`src/rtl/seg7_capture.sv`:
```
// Samples an asynchronous 7-segment bus, debounces it and decodes accepted glyphs back to hex digits.
// Optional sequence checker (expects each digit = previous + 1 mod 16) enabled by SEG7_CAPTURE_SEQCHK_EN.
module seg7_capture #(
    parameter int STABLE_CYCLES = 4,
    parameter int SYNC_STAGES   = 2
) (
    input  logic       clk,
    input  logic       rst_n,
    input  logic [6:0] seg_in,
    output logic [3:0] digit,
    output logic       digit_valid,
    output logic       digit_stb,
    output logic       blank,
    output logic       bad_stb,
    output logic       seq_err_stb,
    output logic [7:0] seq_err_cnt
);

    typedef enum logic {SETTLING, LOCKED} state_t;

    localparam logic [3:0] CNT_LAST = 4'(STABLE_CYCLES - 1);

    logic [6:0] sync_q [SYNC_STAGES];
    logic [6:0] s;
    logic [6:0] s_prev;
    logic [6:0] last_pat;
    logic [3:0] cnt;
    state_t     state;
    logic       accept;
    logic [4:0] dec;

    function automatic logic [4:0] decode(input logic [6:0] p);
        logic [4:0] r;
        case (p)
            7'h3F:   r = {1'b1, 4'h0};
            7'h06:   r = {1'b1, 4'h1};
            7'h5B:   r = {1'b1, 4'h2};
            7'h4F:   r = {1'b1, 4'h3};
            7'h66:   r = {1'b1, 4'h4};
            7'h6D:   r = {1'b1, 4'h5};
            7'h7D:   r = {1'b1, 4'h6};
            7'h07:   r = {1'b1, 4'h7};
            7'h7F:   r = {1'b1, 4'h8};
            7'h6F:   r = {1'b1, 4'h9};
            7'h77:   r = {1'b1, 4'hA};
            7'h7C:   r = {1'b1, 4'hB};
            7'h39:   r = {1'b1, 4'hC};
            7'h5E:   r = {1'b1, 4'hD};
            7'h79:   r = {1'b1, 4'hE};
            7'h71:   r = {1'b1, 4'hF};
            default: r = 5'b0;
        endcase
        return r;
    endfunction

    assign s   = sync_q[SYNC_STAGES-1];
    assign dec = decode(s);

    always_ff @(posedge clk or negedge rst_n) begin
        if (!rst_n) begin
            for (int i = 0; i < SYNC_STAGES; i++) sync_q[i] <= 7'h00;
        end else begin
            sync_q[0] <= seg_in;
            for (int i = 1; i < SYNC_STAGES; i++) sync_q[i] <= sync_q[i-1];
        end
    end

    // Accept fires on the edge where the counter reaches STABLE_CYCLES, and only for a new pattern.
    assign accept = (s == s_prev) && (state == SETTLING) && (cnt == CNT_LAST) && (s != last_pat);

    always_ff @(posedge clk or negedge rst_n) begin
        if (!rst_n) begin
            s_prev <= 7'h00;
            cnt    <= 4'd0;
            state  <= SETTLING;
        end else begin
            s_prev <= s;
            if (s != s_prev) begin
                cnt   <= 4'd1;
                state <= SETTLING;
            end else if (state == SETTLING) begin
                cnt <= cnt + 4'd1;
                if (cnt == CNT_LAST) state <= LOCKED;
            end
        end
    end

    always_ff @(posedge clk or negedge rst_n) begin
        if (!rst_n) begin
            last_pat    <= 7'h00;
            digit       <= 4'h0;
            digit_valid <= 1'b0;
            digit_stb   <= 1'b0;
            blank       <= 1'b0;
            bad_stb     <= 1'b0;
        end else begin
            digit_stb <= 1'b0;
            bad_stb   <= 1'b0;
            if (accept) begin
                last_pat <= s;
                if (dec[4]) begin
                    digit       <= dec[3:0];
                    digit_valid <= 1'b1;
                    blank       <= 1'b0;
                    digit_stb   <= 1'b1;
                end else if (s == 7'h00) begin
                    digit_valid <= 1'b0;
                    blank       <= 1'b1;
                end else begin
                    digit_valid <= 1'b0;
                    blank       <= 1'b0;
                    bad_stb     <= 1'b1;
                end
            end
        end
    end

`ifdef SEG7_CAPTURE_SEQCHK_EN
    logic       have_prev;
    logic [3:0] prev_digit;

    // Blank or illegal patterns break the chain, so the following digit is not checked.
    always_ff @(posedge clk or negedge rst_n) begin
        if (!rst_n) begin
            have_prev   <= 1'b0;
            prev_digit  <= 4'h0;
            seq_err_stb <= 1'b0;
            seq_err_cnt <= 8'd0;
        end else begin
            seq_err_stb <= 1'b0;
            if (accept) begin
                if (dec[4]) begin
                    have_prev  <= 1'b1;
                    prev_digit <= dec[3:0];
                    if (have_prev && (dec[3:0] != prev_digit + 4'd1)) begin
                        seq_err_stb <= 1'b1;
                        if (seq_err_cnt != 8'hFF) seq_err_cnt <= seq_err_cnt + 8'd1;
                    end
                end else begin
                    have_prev <= 1'b0;
                end
            end
        end
    end
`else
    assign seq_err_stb = 1'b0;
    assign seq_err_cnt = 8'd0;
`endif

endmodule

```
`config.mk`:
```
export PLATFORM = sky130hd
export DESIGN_NAME = seg7_capture
export DESIGN_NICKNAME = d
export VERILOG_FILES = /design/src/rtl/seg7_capture.sv
export SDC_FILE = /design/constraint.sdc
export NUM_CORES = 1
export LEC_CHECK = 0
export BUFFER_PORTS_ARGS = -buffer_cell sky130_fd_sc_hd__buf_4
export CAP_MARGIN = 10
export CORE_MARGIN = 4
export CORE_UTILIZATION = 60
export DETAILED_ROUTE_END_ITERATION = 7
export PLACE_DENSITY = 0.83
export SETUP_SLACK_MARGIN = 0.5
export SLEW_MARGIN = 40
export SYNTH_ARGS = -nofsm -noshare
export SYNTH_HDL_FRONTEND = slang
export SYNTH_SLANG_ARGS = --single-unit
```
`constraint.sdc`:
```
create_clock -name clk -period 2.9 [get_ports clk]
set_input_delay 0.29 -clock clk [delete_from_list [all_inputs] [get_ports clk]]
set_output_delay 0.29 -clock clk [all_outputs]
set_load 0.02 [all_outputs]
```
Word level (Yosys, flattened, before mapping):

Cells that the tools add are included.

* register bits after elaboration: 41
* output and inout port bits: 17
* logic and storage cells: 52

* add/sub/neg operators: 1
* equality and inequality tests: 21
* mux-type cells: 13
* bitwise gates (word level): 1
* reductions and logical operators: 5

Operators with widths (count)
* == test 7 bit (second input constant): 12
* one-hot mux 5 bit (16 select lines): 1
* == test 7 x 3 -> 1 bit (second input constant): 2
* == test 7 x 6 -> 1 bit (second input constant): 2
* inequality test 7 bit: 2
* two-way mux 1 bit: 10
* two-way mux 4 bit: 2
* == test 7 bit: 1
* logical NOT 7 bit: 1
* adder 4 x 1 -> 4 bit (second input constant): 1
* == test 4 x 2 -> 1 bit (second input constant): 1
* logical AND 1 bit: 3
* inequality test 2 x 1 -> 1 bit (second input constant): 1
* AND reduction 2 bit: 1
* NOT 1 bit: 1

Depth between registers and ports, before layout:

Gate-level depths: netlist of run 1.

* depth in word-level cells: 5
* depth in mapped cells: 8

Worst setup path after synthesis of run 1:

Ideal clock, no wire load.

* path type: register -> register
* start: register sync_q (netlist bit s[0])
* end: register digit[0]
* arrival time: 1.786 ns
* setup slack: 0.989 ns
* stages on the path, launching flop included: 9
* buffers on the path: 2
* period minus slack after synthesis: 1.911 ns
* cells stage by stage: dfrtp_1 > buf_6 > xor2_1 > nor4_4 > nand4_2 > and3b_1 > buf_6 > nand2_4 > mux2_4

* longest elaborated chain between the ends: 5

RTL lines
* from (decl): RTL line 23 `logic [6:0] sync_q [SYNC_STAGES];`
* parallel branches: the longest is 5 deep, another holds one-hot mux 5 bit (16 select lines)
* to (signal assigned): RTL line 102 `digit <= dec[3:0];`
* to (decl): RTL line 10 `output logic [3:0] digit,`

Parallel ways; which one is timed is not known.
A chain may end at the register's enable or synchronous reset.

Worst setup path in the final report of run 1:

* start: register sync_q (netlist bit s[2])
* end: register digit[3]

Same word-level chain as after synthesis.

==> summary.txt, run 1 <==
Clocking
  – Largest buffer count on any clock path: 2
  – Worst-path clk slew: 0.11 ns
  – Clk_lat worst skew: 0.34 ns
  – CTS root buf: clkbuf_4
  – Num CTS Buffers: 5
  – H-tree depth: 2
  – Sink Count: 41
  – CTS tree: done

Yosys
  – Mux cell area share after synthesis: 2.86%
  – Post-synth EDFFs: 0
  – Post-synthesis sequential area ratio: 53.2%
  – #FFs+latches synth: 41
  – Avg Cell Area, Syn: 10.6 sq um
  – Main area contributors after synthesis: dfrtp_1, nand2_1, xor2_1
  – Adder and majority gate portion of the synthesized area: 0.649%
  – Top cell type's share of synthesized area: 53.2%
  – Post-synthesis instance total: 181
  – Complex-gate fraction of the synthesized area: 5.26%
  – Yosys warning total: 0
  – Asr flop ratio synth: 100%
  – Simple-gate share of the synthesized area: 23.3%
  – Primary FF master, synth: dfrtp_1
  – Post-synth cell types: 42
  – Mapped Area: 0.00193 sq mm
  – Cell type with the highest aggregate area in the netlist: dfrtp_1
  – XOR/XNOR share of the synthesized area: 7.73%
  – Largest family of logic cells by synthesized area: simple AND/OR/NAND/NOR gates

Critical path
  – Worst path required time: 3.13 ns
  – Crit-path leading delay family: simple AND/OR/NAND/NOR gates
  – WP buf/inv: 0
  – CP peak stage delay: 0.55 ns
  – Worst-path fanout max: 14
  – Worst EP arrival: 2.44 ns
  – Worst setup SP type: flip-flop
  – Worst path slowest cell: dfrtp_1
  – Kind of critical path: reg2reg
  – CP cell instances: xor2_1 > nor4_4 > nand4_2 > and3b_2 > nand2_4 > mux2_4
  – CP endpoint kind: flip-flop

Placement
  – Dpl hpwl: 2200 um
  – Gpl congestion: 0.783
  – Placed inst area: 0.00200 sq mm
  – Port Buffer Count: 16
  – Pre-CTS setup slack: 0.525 ns

GRT
  – Initial antenna violation count: 0
  – Gr ovfl total: 0
  – Vias in the first global route: 1306
  – GRT Total Usage: 17.4%
  – Pin count of the biggest net entering global routing: 42
  – First-pass GRT wire length: 5620 um

Worst hold path
  – Hold crit path type: in2reg

Route
  – DRC: 0
  – Post-DR wirelength/cell: 13.5 um
  – Routed via count: 1313
  – TritonRoute pass-1 iters: 4
  – DRT iter0 DRCs: 64
  – Routed vias/inst: 5.45
  – Antenna-violating nets left: 0
  – WL final: 3260 um

STA
  – Period utilization: 76.1%
  – Final setup fails: 0
  – F_max: 0.453 GHz
  – Fin crit period: 2.21 ns
  – Hold Violations, Final: 0
  – Final setup margin: 0.694 ns
  – Slew margin rel.: 59.1%
  – RSZ-0062 raised after global routing: no
  – Fin. max-slew vios: 0
  – Clock Skew: 0.00782 ns
  – Slew @ Worst Pin: 0.614 ns
  – TNS Setup: 0 ns

Power and ir drop
  – Sequential power share: 61.7%
  – Peak supply drop: 0.358 mV
  – P_sw: 0.000237 W
  – P_int: 0.000756 W
  – Comb pwr share: 7.1%
  – Clock Power Share: 31.2%
  – Switching portion of total power: 23.9%
  – Leakage power: 1.05 nW
  – Design Power: 0.000994 W
  – Pwr per Cell Area: 472 mW/mm^2

Layout
  – Fill count: 248
  – Area Overhead vs Synth: 9.35%
  – Most common cell after layout, fill and taps aside: dfrtp_1
  – Finished Cell Area: 0.00211 sq mm
  – FF/Latch Area: 0.00103 sq mm
  – Multi-input gate area: 802 sq um
  – Count of nets after finishing: 206
  – Most frequent cells in the layout: dfrtp_1, nand2_1, buf_4
  – Layout cell share with drive strength beyond 1: 18.8%
  – Diodes inserted: 0

Die
  – Core area: 0.00305 sq mm
  – Starting Density: 63.1%
  – Chip Height: 64.7 um
  – Full die area: 0.00418 sq mm
  – Row count: 20
  – # IOs: 26
  – Chip width: 64.7 um

Status
  – Status: completed

Job
  – # Max-Cap Violations: 0
-- metal layers --
layer	vias up	wire, um	global-route usage [%]
li1	617	-	-
met1	635	1390	20.1
met2	52	1570	29.3
met3	9	231	5.37
met4	0	65	8.44
met5	-	0	0
-- synthesized netlist by cell type (3+ instances only) --
| master | count |
|---|---|
| buf_4 | 9 |
| nand2_1 | 35 |
| buf_2 | 5 |
| clkbuf_1 | 4 |
| xnor2_1 | 7 |
| nand3b_1 | 3 |
| dfrtp_1 | 41 |
| nor2_1 | 9 |
| nand2b_1 | 3 |
| mux2_4 | 3 |
| nand4_1 | 3 |
| o21ai_0 | 4 |
| and3_1 | 3 |
| xor2_1 | 10 |
| a21oi_1 | 6 |
| nand3_1 | 3 |
-- power by group through the flow --
stage | Sequential (W) | Clock [W] | Combinational (W)
2_1_floorplan | 0.000606 | 0 | 0.0000718
4_1_cts | 0.000613 | 0.000320 | 0.0000711
3_3_place_gp | 0.000622 | 0 | 0.0000680
3_5_place_dp | 0.000624 | 0 | 0.0000698
5_1_grt | 0.000617 | 0.000352 | 0.0000796
6_report | 0.000613 | 0.000310 | 0.0000705
-- path summary, 6_finish.rpt --
path                                 start    endpoint  slack [ns]  cells past startpoint
worst max register to register        s[2]    digit[3]        0.69                      6
worst max-delay path                  s[2]    digit[3]        0.69                      6
worst min register to register  sync_q[12]        s[5]        0.36                      0
worst min-delay path             seg_in[6]  sync_q[13]        0.05                      1
min in group asynchronous            rst_n      cnt[3]        0.45                      2
max in group asynchronous            rst_n        s[0]        2.10                      2
-- registers in the layout (all words and copies together) (netlist names), 4 cells and up --
signal	count
sync_q	7
s	7
cnt	4
s_prev	7
digit	4
last_pat	7
-- cell families after synthesis --
family,after synthesis
AO/OA/AOI/OAI,17
XOR/XNOR,17
adder cells (fa/ha/maj),1
buffers and inverters,20
flip-flops,41
multiplexers,4
other,1
AND/OR/NAND/NOR,80
-- metrics by stage --
stage	hold slack [ns]	instances	util, %
global route	0.0242	241	69.0
detailed placement	0.289	229	65.6
floorplan	-0.00559	189	-
CTS	0.0404	238	68.2
global placement	0.279	229	65.6
finish	0.0538	241	69.0
-- repair_timing --
item,4_1_cts,5_1_grt
setup buffers,0,3
cloned,0,0
resized for setup,1,1
hold endpoints to repair,41,0
hold buffers,1,0
endpoints found under the setup margin,1,4
-- cell type report --
| cell class | instances | area share [%] |
|---|---|---|
| Tap cell | 44 | 2.61 |
| Sequential cell | 41 | 48.8 |
| Clock buffer | 7 | 3.09 |
| Clock inverter | 1 | 0.238 |
| Multi-Input combinational cell | 128 | 38.1 |
| Timing Repair Buffer | 20 | 7.24 |
No activity file was read; power rests on OpenSTA's default activity.
==> run 2, diff against run 1 <==
Settings changed: CORE_UTILIZATION 60 to 51, PLACE_DENSITY 0.83 to 0.75.
Clock period 2.9 ns to 1.8 ns, I/O delays scaled along.
==> run 2 against run 1 <==
Effect of this change: clock-buffer cell count down 2; core utilization up 2.6 points; non-clock buffer count up 36; combinational power rose to 3.3 times the previous value; critical endpoint unchanged; worst hold slack better by 0.30 ns; the flow now finishes with violations (negative setup slack); highest routed layer unchanged.
==> summary.txt, run 2 (synthesized netlist as in run 1, its figures left out) <==
Status
  – Status: complete, but fails checks
  – Failing checks: negative setup slack

Die
  – Chip width: 69.5 um
  – Row count: 22
  – Full die area: 0.00483 sq mm
  – Core area: 0.00366 sq mm
  – Chip Height: 69.5 um
  – # IOs: 26
  – Starting Density: 52.6%

STA
  – Fin crit period: 1.88 ns
  – Final setup margin: -0.0776 ns
  – Slew @ Worst Pin: 0.502 ns
  – Final setup fails: 11
  – Fin. max-slew vios: 0
  – TNS Setup: -0.558 ns
  – Clock Skew: 0.00819 ns
  – RSZ-0062 raised after global routing: yes
  – Hold Violations, Final: 0
  – F_max: 0.533 GHz
  – Slew margin rel.: 66.5%
  – Hold_ws: 0.352 ns
  – Period utilization: 104%

Route
  – WL final: 4580 um
  – Routed vias/inst: 5.31
  – Antenna-violating nets left: 0
  – DRT iter0 DRCs: 62
  – TritonRoute pass-1 iters: 4
  – DRC: 0
  – Post-DR wirelength/cell: 16.3 um
  – Routed via count: 1493

Critical path
  – FF-to-FF path depth: 7
  – Worst EP arrival: 2.06 ns
  – Reg-to-reg startpoint: s[6]
  – CP endpoint kind: flip-flop
  – Worst R2R Setup Slack: -0.08 ns
  – Worst-path fanout max: 6
  – Worst setup SP type: flip-flop
  – Reg2reg end: digit[3]
  – Worst path required time: 1.99 ns
  – Kind of critical path: reg2reg

Placement
  – Dpl hpwl: 2950 um
  – Gpl congestion: 0.846
  – Port Buffer Count: 16

Layout
  – Most frequent cells in the layout: buf_4, dfrtp_1, nand2_1
  – Area Overhead vs Synth: 36.0%
  – Most common cell after layout, fill and taps aside: buf_4
  – Diodes inserted: 0
  – Fill count: 253
  – Count of nets after finishing: 242
  – Finished Core Util: 71.6%
  – Layout cell share with drive strength beyond 1: 42.5%

Power and ir drop
  – Leakage power: 1.25 nW
  – Pwr per Cell Area: 686 mW/mm^2
  – Peak supply drop: 0.871 mV

GRT
  – Vias in the first global route: 1451
  – Initial antenna violation count: 0
  – First-pass GRT wire length: 6870 um
  – Gr ovfl total: 0
  – Pin count of the biggest net entering global routing: 42
  – GRT Total Usage: 18.5%

Worst hold path
  – Hold crit path type: reg2reg
  – Hold path startpoint: sync_q[8]
  – Hold Path Stages: 0
  – Hold Path Sink: s[1]

Clocking
  – CTS root buf: clkbuf_8
  – Clk_lat worst skew: 0.30 ns
  – H-tree depth: 2
  – Worst-path clk slew: 0.08 ns
  – Sink Count: 41
  – Num CTS Buffers: 5
  – CTS tree: done
  – Largest buffer count on any clock path: 2

Job
  – # Max-Cap Violations: 0
run 2: cell types whose count changed in the layout (fill, tap and decap cells not counted), sizes merged:
cell         delta
buf            +28
clkinv          -1
clkinvlp        +3
dlygate4sd3     +7
clkbuf          -1
run 2: layout make-up:
cell class | count | area, sq um | area share, %
Timing Repair Buffer | 56 | 472 | 18.0
Multi-Input combinational cell | 128 | 965 | 36.8
Tap cell | 48 | 60.1 | 2.29
Clock buffer | 5 | 68.8 | 2.63
Sequential cell | 41 | 1030 | 39.4
Clock inverter | 3 | 22.5 | 0.859
run 2: report_power, final:
group | total (W) | leakage, nW | internal (W) | switching (W)
Clock | 0.000596 | 0.0364 | 0.000272 | 0.000324
Combinational | 0.000231 | 0.705 | 0.000108 | 0.000123
Sequential | 0.000971 | 0.513 | 0.000947 | 0.0000238
run 2: worst max path at each step:
stage / start / end / slack, ns / cells after the start
after floorplan: s[4] / digit[0] / -0.05 / 7
after global placement: s[0] / digit[1] / -0.06 / 7
after detailed placement: s[3] / digit[3] / -0.13 / 6
after CTS: s[3] / digit[3] / -0.06 / 6
after global routing: s[3] / digit[3] / -0.20 / 6
final: s[6] / digit[3] / -0.08 / 7
run 2: repair_timing:
item                                    CTS  global route
hold buffers                              8             0
pin swaps                                 1            22
endpoints found under the hold margin    48             0
endpoints found under the setup margin   20            20
gates resized for setup                  15            36
buffers inserted                          1             8
gates cloned                              0             1
run 2: stage by stage:
step	cell area, sq um	instances	worst slack (ns)	power [W]
6_report	2620	281	-0.0776	0.00180
5_1_grt	2620	281	-0.197	0.00188
4_1_cts	2420	272	-0.0606	0.00177
3_5_place_dp	2200	255	-0.130	0.00116
3_3_place_gp	2200	255	-0.0576	0.00115
2_1_floorplan	1990	189	-0.0460	0.00110
run 2: worst max-delay path, cell delays in order, from the launching register on:
cell and delay [ns]:
dfrtp_2 0.46, buf_4 0.15, buf_4 0.13, xnor2_1 0.22, nand4_1 0.15, and3b_2 0.27, nand2_4 0.09, mux2_4 0.30
run 2: metal layers:
metal	vias to the layer above	global-route usage [%]	wire length, um
met3	13	4.64	250
li1	689	-	-
met4	0	8.89	127
met5	-	0	0
met1	742	22.3	1860
met2	49	30.9	2350
==> run 3, diff against run 2 <==
Settings changed: ABC_AREA set to 1.
==> run 3 against run 2 <==
Effect of this change: via count rose by 8.2%; cell area fell by 0.62%; largest cell class unchanged; routed wire length fell by 6.7%; the run now ends clean; final cell count is 18% higher; die area grew 2.2%; synthesized cell count grew 30%; core utilization is 1.5 points lower; critical path type unchanged; first-iteration DRC count up 6.5%; clock power rose by 45%; worst hold slack lost 0.0025 ns.
==> summary.txt, run 3 <==
Status
  – Status: completed

Clocking
  – CTS tree: done
  – Clk_lat worst skew: 0.30 ns
  – Worst-path clk slew: 0.08 ns
  – Largest buffer count on any clock path: 2
  – Sink Count: 41
  – CTS root buf: clkbuf_8
  – Num CTS Buffers: 5
  – H-tree depth: 2

STA
  – Clock Skew: 0.00607 ns
  – Slew @ Worst Pin: 0.514 ns
  – RSZ-0062 raised after global routing: yes
  – F_max: 0.605 GHz
  – Fin crit period: 1.65 ns
  – Slew margin rel.: 65.8%
  – Fin. max-slew vios: 0
  – Final setup fails: 0
  – TNS Setup: 0 ns
  – Hold_ws: 0.350 ns
  – Period utilization: 91.8%
  – Hold Violations, Final: 0
  – Final setup margin: 0.147 ns

Yosys
  – Asr flop ratio synth: 100%
  – Post-synth EDFFs: 0
  – Post-synth cell types: 23
  – Yosys warning total: 0
  – Mapped Area: 0.00198 sq mm
  – Cell with the most instances after synthesis: nand2_1
  – #FFs+latches synth: 41
  – Post-synthesis sequential area ratio: 51.9%
  – Post-synthesis instance total: 236
  – Simple-gate share of the synthesized area: 30.3%
  – Largest family of logic cells by synthesized area: simple AND/OR/NAND/NOR gates
  – XOR/XNOR share of the synthesized area: 3.99%
  – Avg Cell Area, Syn: 8.37 sq um
  – Cell type with the highest aggregate area in the netlist: dfrtp_1
  – Top cells by count, synth: nand2_1, dfrtp_1, nor2_1
  – Main area contributors after synthesis: dfrtp_1, nand2_1, buf_4
  – Mux cell area share after synthesis: 0%
  – Top cell type's share of synthesized area: 51.9%
  – Complex-gate fraction of the synthesized area: 1.65%
  – Primary FF master, synth: dfrtp_1
  – Adder and majority gate portion of the synthesized area: 0.633%

Critical path
  – FF-to-FF path depth: 11
  – Worst path slowest cell: dfrtp_2
  – Worst setup SP type: flip-flop
  – CP cell instances: inv_2 > nand2_1 > nand2_2 > nor2_4 > nand2_2 > nor2_4 > nand2_2 > nor2_4 > buf_6 > nand2_4 > o21ai_2
  – CP endpoint kind: flip-flop
  – Worst path required time: 2.03 ns
  – Kind of critical path: reg2reg
  – Worst-path fanout max: 7
  – Worst EP arrival: 1.88 ns
  – CP peak stage delay: 0.47 ns

Route
  – DRC: 0
  – Post-DR wirelength/cell: 12.9 um
  – Routed via count: 1615
  – TritonRoute pass-1 iters: 4
  – Antenna-violating nets left: 0
  – WL final: 4270 um
  – Routed vias/inst: 4.86
  – DRT iter0 DRCs: 66

Layout
  – Area Overhead vs Synth: 31.9%
  – Layout cell share with drive strength beyond 1: 35.9%
  – Most common cell after layout, fill and taps aside: nand2_1
  – Count of nets after finishing: 293
  – Most frequent cells in the layout: nand2_1, buf_4, dfrtp_1
  – Diodes inserted: 0

Die
  – Core area: 0.00372 sq mm
  – # IOs: 26
  – Chip width: 70.2 um
  – Full die area: 0.00493 sq mm
  – Chip Height: 70.2 um
  – Row count: 22
  – Starting Density: 53.2%

GRT
  – First-pass GRT wire length: 6610 um
  – Pin count of the biggest net entering global routing: 42
  – GRT Total Usage: 17.5%
  – Initial antenna violation count: 0
  – Vias in the first global route: 1446
  – Gr ovfl total: 0

Placement
  – Gpl congestion: 0.861
  – Pre-CTS setup slack: 0.0168 ns
  – Port Buffer Count: 16
  – Dpl hpwl: 2520 um

Power and ir drop
  – Design Power: 0.00207 W
  – Leakage power: 1.37 nW
  – Pwr per Cell Area: 794 mW/mm^2
  – Peak supply drop: 0.814 mV

Worst hold path
  – Hold Path Stages: 0
  – Hold crit path type: reg2reg

Job
  – # Max-Cap Violations: 0
-- run 3: changes by cell type after synthesis, moves of 4 or more --
cell | before | now
a21oi_1 | 6 | 1
buf_2 | 5 | 0
clkbuf_1 | 4 | 0
inv_1 | 0 | 18
inv_2 | 0 | 4
nand2_1 | 35 | 81
nand3_1 | 3 | 17
nor2_1 | 9 | 23
nor2_2 | 0 | 4
xor2_1 | 10 | 5
-- run 3: critical path, delay by kind of cell (launching register included) --
kind	cells	cell delay [ns]
compound gates	1	0.05
buf+inv	2	0.22
flops	1	0.47
simple gates	8	0.83
-- run 3: power breakdown --
part / internal (W) / switching (W)
sequential: 0.000956 / 0.0000331
combinational: 0.0000872 / 0.000123
clock: 0.000551 / 0.000316
-- run 3: cell families after synthesis --
family / Yosys count
buffers and inverters: 39
flip-flops: 41
AO/OA/AOI/OAI: 6
adder cells (fa/ha/maj): 1
AND/OR/NAND/NOR: 139
other: 1
XOR/XNOR: 9
-- run 3: per-layer routing --
layer  GRT usage [%]  wire (um)
met5               0          0
met4            7.66        125
met3            4.75        207
met2            28.5       2220
met1            21.6       1720
-- run 3: cell type report --
class                   instances  area (sq um)
inverters                      23          92.6
repair buffers                 48           399
flip-flops and latches         41          1030
clock inverters                 3          65.1
multi-input cells             164           885
fillers                       265          1110
clock buffers                   5          68.8
well taps                      48          60.1
-- run 3: worst paths after layout --
kind	startpoint	endpoint	slack [ns]
worst max-delay path	s[2]	last_pat[3]	0.15
worst min-delay path	sync_q[11]	s[4]	0.35
worst max register to register	s[2]	last_pat[3]	0.15
worst min register to register	sync_q[11]	s[4]	0.35
max in group asynchronous	rst_n	s[3]	1.02
min in group asynchronous	rst_n	s_prev[4]	0.40
-- run 3: per-stage QoR --
step                utilization [%]  std cells  instance area [sq um]
CTS                            66.6        324                   2470
detailed placement             56.3        296                   2090
global placement               56.3        296                   2090
floorplan                         -        244                   2030
global route                   70.1        332                   2610
finish                         70.1        332                   2610
-- run 3: repair_timing --
action,CTS,global route
setup buffers,12,8
gates cloned,0,0
resized for setup,31,23
pin swaps,16,11
setup endpoints to repair,20,20
hold buffers,8,0
hold endpoints to repair,48,0
